**src/rtl/multicycle_control_pkg.sv**
```systemverilog
// Shared encodings for the multi-cycle MIPS control path: state codes, opcodes,
// datapath mux selects and the bundled control word.
package multicycle_control_pkg;

    typedef enum logic [3:0] {
        ST_FETCH  = 4'd0,
        ST_DECODE = 4'd1,
        ST_MEMADR = 4'd2,
        ST_MEMRD  = 4'd3,
        ST_MEMWB  = 4'd4,
        ST_MEMWR  = 4'd5,
        ST_EXEC   = 4'd6,
        ST_ALUWB  = 4'd7,
        ST_BRANCH = 4'd8,
        ST_JUMP   = 4'd9,
        ST_ADDIEX = 4'd10,
        ST_ADDIWB = 4'd11
    } state_e;

    localparam logic [5:0] OP_RTYPE = 6'b000000;
    localparam logic [5:0] OP_LW    = 6'b100011;
    localparam logic [5:0] OP_SW    = 6'b101011;
    localparam logic [5:0] OP_BEQ   = 6'b000100;
    localparam logic [5:0] OP_J     = 6'b000010;
    localparam logic [5:0] OP_ADDI  = 6'b001000;

    localparam logic [1:0] ALUOP_ADD   = 2'b00;
    localparam logic [1:0] ALUOP_SUB   = 2'b01;
    localparam logic [1:0] ALUOP_FUNCT = 2'b10;

    localparam logic [1:0] SRCB_B       = 2'b00;
    localparam logic [1:0] SRCB_FOUR    = 2'b01;
    localparam logic [1:0] SRCB_IMM     = 2'b10;
    localparam logic [1:0] SRCB_IMM_SH2 = 2'b11;

    localparam logic [1:0] PCSRC_ALU    = 2'b00;
    localparam logic [1:0] PCSRC_ALUOUT = 2'b01;
    localparam logic [1:0] PCSRC_JUMP   = 2'b10;

    typedef struct packed {
        logic       pc_write;
        logic       pc_write_cond;
        logic       i_or_d;
        logic       mem_read;
        logic       mem_write;
        logic       ir_write;
        logic       mem_to_reg;
        logic       reg_dst;
        logic       reg_write;
        logic       alu_src_a;
        logic [1:0] alu_src_b;
        logic [1:0] alu_op;
        logic [1:0] pc_source;
        logic       illegal_op;
        logic       bus_error;
    } ctrl_t;

    // States that own the shared memory port and run the wait counter
    function automatic logic is_mem_state(input state_e s);
        return (s == ST_FETCH) || (s == ST_MEMRD) || (s == ST_MEMWR);
    endfunction

    function automatic logic op_is_legal(input logic [5:0] op);
        return (op == OP_RTYPE) || (op == OP_LW) || (op == OP_SW) ||
               (op == OP_BEQ) || (op == OP_J) || (op == OP_ADDI);
    endfunction

endpackage

```
**src/rtl/multicycle_control.sv**
```systemverilog
// Sequencing FSM for the multi-cycle MIPS core: drives every datapath mux/enable,
// stretches memory states on mem_ready and aborts stuck accesses after MEM_TIMEOUT.
module multicycle_control
    import multicycle_control_pkg::*;
#(
    parameter int unsigned MEM_TIMEOUT = 16,
    parameter int unsigned TW          = 8
) (
    input  logic       clk,
    input  logic       rst,
    input  logic [5:0] opcode,
    input  logic       zero,
    input  logic       mem_ready,
    output logic       PCWrite,
    output logic       PCWriteCond,
    output logic       IorD,
    output logic       MemRead,
    output logic       MemWrite,
    output logic       IRWrite,
    output logic       MemtoReg,
    output logic       RegDst,
    output logic       RegWrite,
    output logic       ALUSrcA,
    output logic [1:0] ALUSrcB,
    output logic [1:0] ALUOp,
    output logic [1:0] PCSource,
    output logic       illegal_op,
    output logic       bus_error,
    output logic [3:0] state_out
);

    state_e        state_q, state_d;
    logic [TW-1:0] wait_q, wait_d;
    logic          timeout;
    ctrl_t         ctrl;

    // zero only qualifies PCWriteCond inside the datapath's PC enable
    logic unused_zero;
    assign unused_zero = zero;

    assign timeout = is_mem_state(state_q) && !mem_ready && (wait_q == TW'(MEM_TIMEOUT));

    always_ff @(posedge clk or posedge rst) begin
        if (rst) begin
            state_q <= ST_FETCH;
            wait_q  <= '0;
        end else begin
            state_q <= state_d;
            wait_q  <= wait_d;
        end
    end

    // Next state and wait counter
    always_comb begin
        state_d = state_q;
        wait_d  = wait_q;
        case (state_q)
            ST_FETCH:  if (mem_ready) state_d = ST_DECODE;
            ST_DECODE: begin
                case (opcode)
                    OP_RTYPE:     state_d = ST_EXEC;
                    OP_LW, OP_SW: state_d = ST_MEMADR;
                    OP_BEQ:       state_d = ST_BRANCH;
                    OP_J:         state_d = ST_JUMP;
                    OP_ADDI:      state_d = ST_ADDIEX;
                    default:      state_d = ST_FETCH;
                endcase
            end
            ST_MEMADR: state_d = (opcode == OP_LW) ? ST_MEMRD : ST_MEMWR;
            ST_MEMRD:  if (mem_ready) state_d = ST_MEMWB;
            ST_MEMWB:  state_d = ST_FETCH;
            ST_MEMWR:  if (mem_ready) state_d = ST_FETCH;
            ST_EXEC:   state_d = ST_ALUWB;
            ST_ALUWB:  state_d = ST_FETCH;
            ST_BRANCH: state_d = ST_FETCH;
            ST_JUMP:   state_d = ST_FETCH;
            ST_ADDIEX: state_d = ST_ADDIWB;
            ST_ADDIWB: state_d = ST_FETCH;
            default:   state_d = ST_FETCH;
        endcase
        if (timeout) begin
            state_d = ST_FETCH;
        end
        // Any state entry (including a retried fetch) restarts the count; it saturates otherwise
        if ((state_d != state_q) || timeout) begin
            wait_d = '0;
        end else if (is_mem_state(state_q) && !mem_ready && (wait_q != TW'(MEM_TIMEOUT))) begin
            wait_d = wait_q + TW'(1);
        end
    end

    // Control word decode; IRWrite/PCWrite in FETCH and illegal_op are Mealy
    always_comb begin
        ctrl = '0;
        case (state_q)
            ST_FETCH: begin
                ctrl.mem_read  = 1'b1;
                ctrl.alu_src_b = SRCB_FOUR;
                ctrl.alu_op    = ALUOP_ADD;
                ctrl.pc_source = PCSRC_ALU;
                ctrl.ir_write  = mem_ready;
                ctrl.pc_write  = mem_ready;
            end
            ST_DECODE: begin
                ctrl.alu_src_b  = SRCB_IMM_SH2;
                ctrl.alu_op     = ALUOP_ADD;
                ctrl.illegal_op = !op_is_legal(opcode);
            end
            ST_MEMADR, ST_ADDIEX: begin
                ctrl.alu_src_a = 1'b1;
                ctrl.alu_src_b = SRCB_IMM;
                ctrl.alu_op    = ALUOP_ADD;
            end
            ST_MEMRD: begin
                ctrl.mem_read = 1'b1;
                ctrl.i_or_d   = 1'b1;
            end
            ST_MEMWB: begin
                ctrl.reg_write  = 1'b1;
                ctrl.mem_to_reg = 1'b1;
            end
            ST_MEMWR: begin
                ctrl.mem_write = 1'b1;
                ctrl.i_or_d    = 1'b1;
            end
            ST_EXEC: begin
                ctrl.alu_src_a = 1'b1;
                ctrl.alu_src_b = SRCB_B;
                ctrl.alu_op    = ALUOP_FUNCT;
            end
            ST_ALUWB: begin
                ctrl.reg_write = 1'b1;
                ctrl.reg_dst   = 1'b1;
            end
            ST_BRANCH: begin
                ctrl.alu_src_a     = 1'b1;
                ctrl.alu_src_b     = SRCB_B;
                ctrl.alu_op        = ALUOP_SUB;
                ctrl.pc_write_cond = 1'b1;
                ctrl.pc_source     = PCSRC_ALUOUT;
            end
            ST_JUMP: begin
                ctrl.pc_write  = 1'b1;
                ctrl.pc_source = PCSRC_JUMP;
            end
            ST_ADDIWB: begin
                ctrl.reg_write = 1'b1;
            end
            default: ;
        endcase
        if (timeout) begin
            ctrl.bus_error = 1'b1;
        end
        // No memory request or register/PC update may leak out while reset is held
        if (rst) begin
            ctrl = '0;
        end
    end

    assign PCWrite     = ctrl.pc_write;
    assign PCWriteCond = ctrl.pc_write_cond;
    assign IorD        = ctrl.i_or_d;
    assign MemRead     = ctrl.mem_read;
    assign MemWrite    = ctrl.mem_write;
    assign IRWrite     = ctrl.ir_write;
    assign MemtoReg    = ctrl.mem_to_reg;
    assign RegDst      = ctrl.reg_dst;
    assign RegWrite    = ctrl.reg_write;
    assign ALUSrcA     = ctrl.alu_src_a;
    assign ALUSrcB     = ctrl.alu_src_b;
    assign ALUOp       = ctrl.alu_op;
    assign PCSource    = ctrl.pc_source;
    assign illegal_op  = ctrl.illegal_op;
    assign bus_error   = ctrl.bus_error;
    assign state_out   = state_q;

endmodule
```
**config.mk**
```make
export PLATFORM = sky130hd
export DESIGN_NAME = multicycle_control
export DESIGN_NICKNAME = d
export VERILOG_FILES = /design/src/rtl/multicycle_control_pkg.sv /design/src/rtl/multicycle_control.sv
export SDC_FILE = /design/constraint.sdc
export NUM_CORES = 1
export LEC_CHECK = 0
export CORE_UTILIZATION = 26
export CTS_BUF_LIST = sky130_fd_sc_hd__clkbuf_16
export CTS_CLUSTER_DIAMETER = 100
export DETAILED_ROUTE_END_ITERATION = 10
export MAX_ROUTING_LAYER = met4
export PLACE_DENSITY = 0.5
export SETUP_SLACK_MARGIN = 0.3
export SLEW_MARGIN = 10
export SYNTH_ARGS = -nofsm -noshare
export SYNTH_HDL_FRONTEND = slang
export SYNTH_SLANG_ARGS = --single-unit
```
**constraint.sdc**
```tcl
create_clock -name clk -period 2.2 [get_ports clk]
set_input_delay 0.66 -clock clk [delete_from_list [all_inputs] [get_ports clk]]
set_output_delay 0.66 -clock clk [all_outputs]
set_load 0.05 [all_outputs]
```
Word-level counts from Yosys, hierarchy flattened
Index checks and enable logic that the tools add are counted.
Widths: inputs -> output; s select.
Word-level totals
  flip-flop bits (word level): 12
  input bits: 10
  output and inout bits: 22
Operators by class
  add/subtract/negate cells: 1
  equal/unequal tests: 19
  muxes and demuxes: 24
  reduce and logical (&&, ||, !) cells: 22
Operators with widths (number)
  $pmux 4 s5: 2
  $pmux 4 s7: 1
  $mux 18: 1
  $eq 4x3->1 const B: 4
  $eq 4x4->1 const B: 4
  $mux 4: 4
  $mux 8: 2
  $eq 6x6->1 const B: 2
  $mux 1: 11
  $add 8x1->8 const B: 1
  $eq 4x2->1 const B: 2
  $eq 8x5->1 const B: 1
  $logic_or 1x1->1: 8
  $ne 8x5->1 const B: 1
  $reduce_or 2->1: 4
  $eq 6x2->1 const B: 1
  $eq 6x3->1 const B: 1
  $eq 6x4->1 const B: 1
  $logic_not 6->1: 1
  $eq 4x1->1 const B: 1
  $logic_not 4->1: 1
  $ne 4x4->1: 1
  $pmux 2 s2: 1
  $reduce_or 4->1: 1
  other kinds (6): 9

Depth between registers and ports, before layout
  word-level depth: 9
  mapped depth: 8
  depth with buffers taken out: 8

Worst setup path after synthesis
OpenSTA, ideal clock, no wires.
  kind: register to output
  from: reg state_q[3] (netlist: state_out[3])
  to: out PCSource[0]
  arrival time: 3.237 ns
  required time: 1.540 ns
  path slack: -1.697 ns
  stages on the path, launching flop included: 6
  buffers on the path: 3
  path through: dfrtp_1 buf_4 clkbuf_1 nand2b_1 nor4_1 buf_4
Between the ends
  longest elaborated chain between the ends: 3
  elaborated cells on any way between the ends: 4
  classes of those cells: eq/ne: 2; mux: 2
RTL lines
  from (decl): line multicycle_control.sv:32  | state_e state_q, state_d;
  from (signal assigned): line multicycle_control.sv:48  | state_q <= state_d;
  $eq 4x4->1: line multicycle_control.sv:95  | case (state_q)
  $pmux 2 s2 (*): line multicycle_control.sv:95
  $mux 18 (*): line multicycle_control.sv:155  | if (rst) begin
  to (decl): line multicycle_control.sv:26  | output logic [1:0] PCSource,
Mark *: on every way between the ends. The rest lies on a longest branch, timed or not.

Final worst setup path
  from: in opcode[0]
  to: out illegal_op
Between the ends
  longest elaborated chain between the ends: 9
  elaborated cells on any way between the ends: 14
  classes of those cells: eq/ne: 5; mux: 2; reduce/logical: 7
RTL lines
  from (decl): line multicycle_control.sv:11  | input logic [5:0] opcode,
  $eq 6x6->1 or $logic_not 6->1 (tied branches): line multicycle_control_pkg.sv:64  | return (op == OP_RTYPE) || (op == OP_LW) || (op == OP_SW) ||
  $logic_or 1x1->1 (3 in a row): line multicycle_control_pkg.sv:64
  $logic_or 1x1->1: line multicycle_control_pkg.sv:65  | (op == OP_BEQ) || (op == OP_J) || (op == OP_ADDI);
  $logic_or 1x1->1 (*): line multicycle_control_pkg.sv:65
  $logic_not 1->1 (*): line multicycle_control.sv:107  | ctrl.illegal_op = !op_is_legal(opcode);
  $mux 1 (*): line multicycle_control.sv:95
  $mux 18 (*): line multicycle_control.sv:155
  to (decl): line multicycle_control.sv:27  | output logic illegal_op,
Marked as above.

==> run_results.csv <==
group,metric,value,unit
status,outcome,"finished with violations",
status,violations,"negative setup slack",
pwr,power,2.66,mW
placement,placed_cells,249,
die,dieArea,4950,um^2
setup_path,endpoint_kind,"primary output",
drt,wl_per_cell,16.2,um
timing,setup_viol,16,
global_route,grt_pass1_wl,7360,um
job,drv_cap,0,
synthesis,synth_top_area_share,24.7,%
finish,antenna_cells,0,
finish,fillers,317,
synthesis,synth.cell_area,1210,um^2
global_route,antenna_found_initial,0,
setup_path,worstSetupPathType,"input port to primary output",
clocking,clock_path_buffers,2,
synthesis,ys_seq_area_share,24.7,%
timing,slew_headroom,68.9,%
synthesis,synth_area_per_cell,8.15,um^2
die,pin_count,32,
setup_path,start_kind,"input port",
die,start_util,27.5,%
finish,syn2layout_area_growth,136,%
global_route,grtUsageTotal,18.9,%
clocking,tritoncts,"done",
die,rows,24,
finish,final_nets,249,
drt,vias,1522,
drt,drc_errors,0,
timing,slew_viol_final,0,
placement,portBuffers,30,
finish,drive_above_1_share,69.1,%
hold_path,hp-class,"flop to flop",
setup_path,crit_path_cell_trace,"dlygate4sd2_1, and3_4, nor4_4, buf_12",
synthesis,ys_ff_latch,12,
synthesis,synth_cells,149,
global_route,grt_max_degree,13,
timing,worst_slew_pin_slew,466,ps
placement,gp_congestion,0.804,
setup_path,slowest_stage,"nor4_4",
drt,wirelength,4680,um
clocking,clk_pin_slew,40,ps
die,die_h,70.4,um
clocking,cts.sinks,12,
die,core_area,4410,um^2
timing,worst_clock_skew,0.648,ps
global_route,overflow,0,
timing,final_hold_viol_count,0,
drt,via_per_inst,5.28,
synthesis,async_reset_ff_share,100,%
timing,setup_ws,-164,ps
synthesis,yosysTopAreaCell,"dfrtp_1",
timing,min_period_over_period,107,%
setup_path,slowest_delay,350,ps
synthesis,synth_nets,161,
timing,period_minus_slack,2360,ps
setup_path,cp_max_fo,4,
placement,place_hpwl,2930,um
global_route,first_global_vias,1516,
clocking,cts_root_buf,"clkbuf_16",
clocking,h-tree-depth,1,
setup_path,cp.required,1540,ps
pwr,powerDensity,927,nW/um^2
setup_path,critPathTopFamily,"simple AND/OR/NAND/NOR gates",
drt,first_pass_iters,4,
timing,rsz0062_at_grt,"yes",
timing,fmax,423,MHz
setup_path,r2r_slack,-60,ps
clocking,cts_made_buffers,3,
synthesis,synth_edf_count,0,
drt,antenna_left,0,
pwr,peakVddDrop,0.000494,V
finish,fin_cells,288,
drt,drt_iter0_drc,65,
setup_path,worst-path-buf-inv,2,
die,die_w,70.4,um
setup_path,crit_arrival,1700,ps
synthesis,ys_types,48,
synthesis,synthTopCellsByArea,"dfrtp_1, nor2_1, nor3_1",
clocking,hold_buffers,0,
synthesis,synth_ff_type,"dfrtp_1",
pwr,p_leak,1.11,nW
synthesis,ys_warn_count,0,
clocking,clk_latency,240,ps
[through the flow]
step                setup slack, ps  cell area, um^2  utilization, %  hold WS (ps)  setup TNS, ps
floorplan                      -464             1430               -           487          -3280
global placement               -629             2100            47.5           542         -10810
detailed placement             -712             2100            47.5           559         -11780
CTS                            -178             2680            60.7           559           -505
global route                   -187             2870            65.1           582          -2160
finish                         -164             2870            65.1           555           -999
[layout make-up]
| class | instances | area (um^2) | area share (%) |
|---|---|---|---|
| sequential | 12 | 305 | 10.6 |
| clock buffer | 3 | 75.1 | 2.61 |
| tap | 52 | 65.1 | 2.26 |
| multi-input combinational | 122 | 1280 | 44.7 |
| clock inverter | 1 | 3.75 | 0.131 |
| timing repair buffer | 94 | 1120 | 39.2 |
| inverter | 4 | 15.0 | 0.523 |
[cells in the mapped netlist, types with 2 or more instances]
library cell and count:
a2111oi_4 2, a211oi_1 2, a21oi_1 6, a22oi_1 2
a31oi_1 3, and2b_2 3, and3_1 2, buf_2 2
buf_4 2, clkbuf_1 4, dfrtp_1 12, ha_1 2
inv_1 4, nand2_1 8, nand2b_1 8, nand3_1 5
nand3b_1 2, nor2_1 21, nor3_1 11, nor3b_1 3
nor4_1 7, nor4b_1 3, o21ai_0 4, o32a_1 2
xnor2_1 4, xor2_1 3
[worst paths after layout]
kind                         startpoint            to  depth (start not counted)
max                           opcode[0]    illegal_op                          4
min reg2reg                   wait_q[0]     wait_q[0]                          2
max in group asynchronous           rst  state_out[0]                          4
min                           wait_q[0]     wait_q[0]                          2
min in group asynchronous           rst  state_out[3]                          4
max reg2reg                state_out[3]     wait_q[3]                          9
[metal layers]
metal	global-route usage [%]	part of all wire, %	vias up
met5	-	0	-
met4	3.56	0.81	0
met3	2.89	3.8	6
met2	32.1	53	46
met1	23.8	42	750
li1	-	-	720
[flip-flops by register name, indices dropped and copies added (netlist names)]
| name | flops |
|---|---|
| wait_q | 8 |
| state_out | 4 |
[worst min-delay path: stages (launching register included)]
cell     delay [ps]
dfrtp_1         340
buf_4           140
nor3_2           40
[layout by cell type (no fill, tap or decap), types with 7 or more instances in the layout]
cell / count
nor2_1: 12
buf_8: 9
nor2_4: 7
buf_6: 27
dfrtp_1: 8
nand2_1: 7
buf_12: 20
nor4_4: 8
buf_4: 34
[repair_timing]
| action | 4_1_cts | 5_1_grt |
|---|---|---|
| pin swaps | 31 | 18 |
| setup endpoints to repair | 30 | 28 |
| gates resized for setup | 100 | 31 |
| buffers inserted | 24 | 11 |
[logic make-up (layout without fill, tap and decap cells)]
logic type                 count (synthesis)  in the layout  synth area share [%]
xor gates and xnor gates                   7              7                  5.05
buffers and inverters                     15            102                  6.90
adders and majority gates                  2              2                  2.06
AOI/OAI and AO/OA                         30             30                  21.7
DFF                                       12             12                  24.7
and+or+nand+nor                           83             83                  39.5
[where the power goes]
part	switching [mW]	leakage [nW]	total, mW	internal [mW]
registers	0.0563	0.158	0.316	0.259
clock network	0.102	0.0385	0.341	0.240
logic	0.994	0.914	2.01	1.01
total	1.15	1.11	2.66	1.51
No activity file was read; power rests on OpenSTA's default activity.
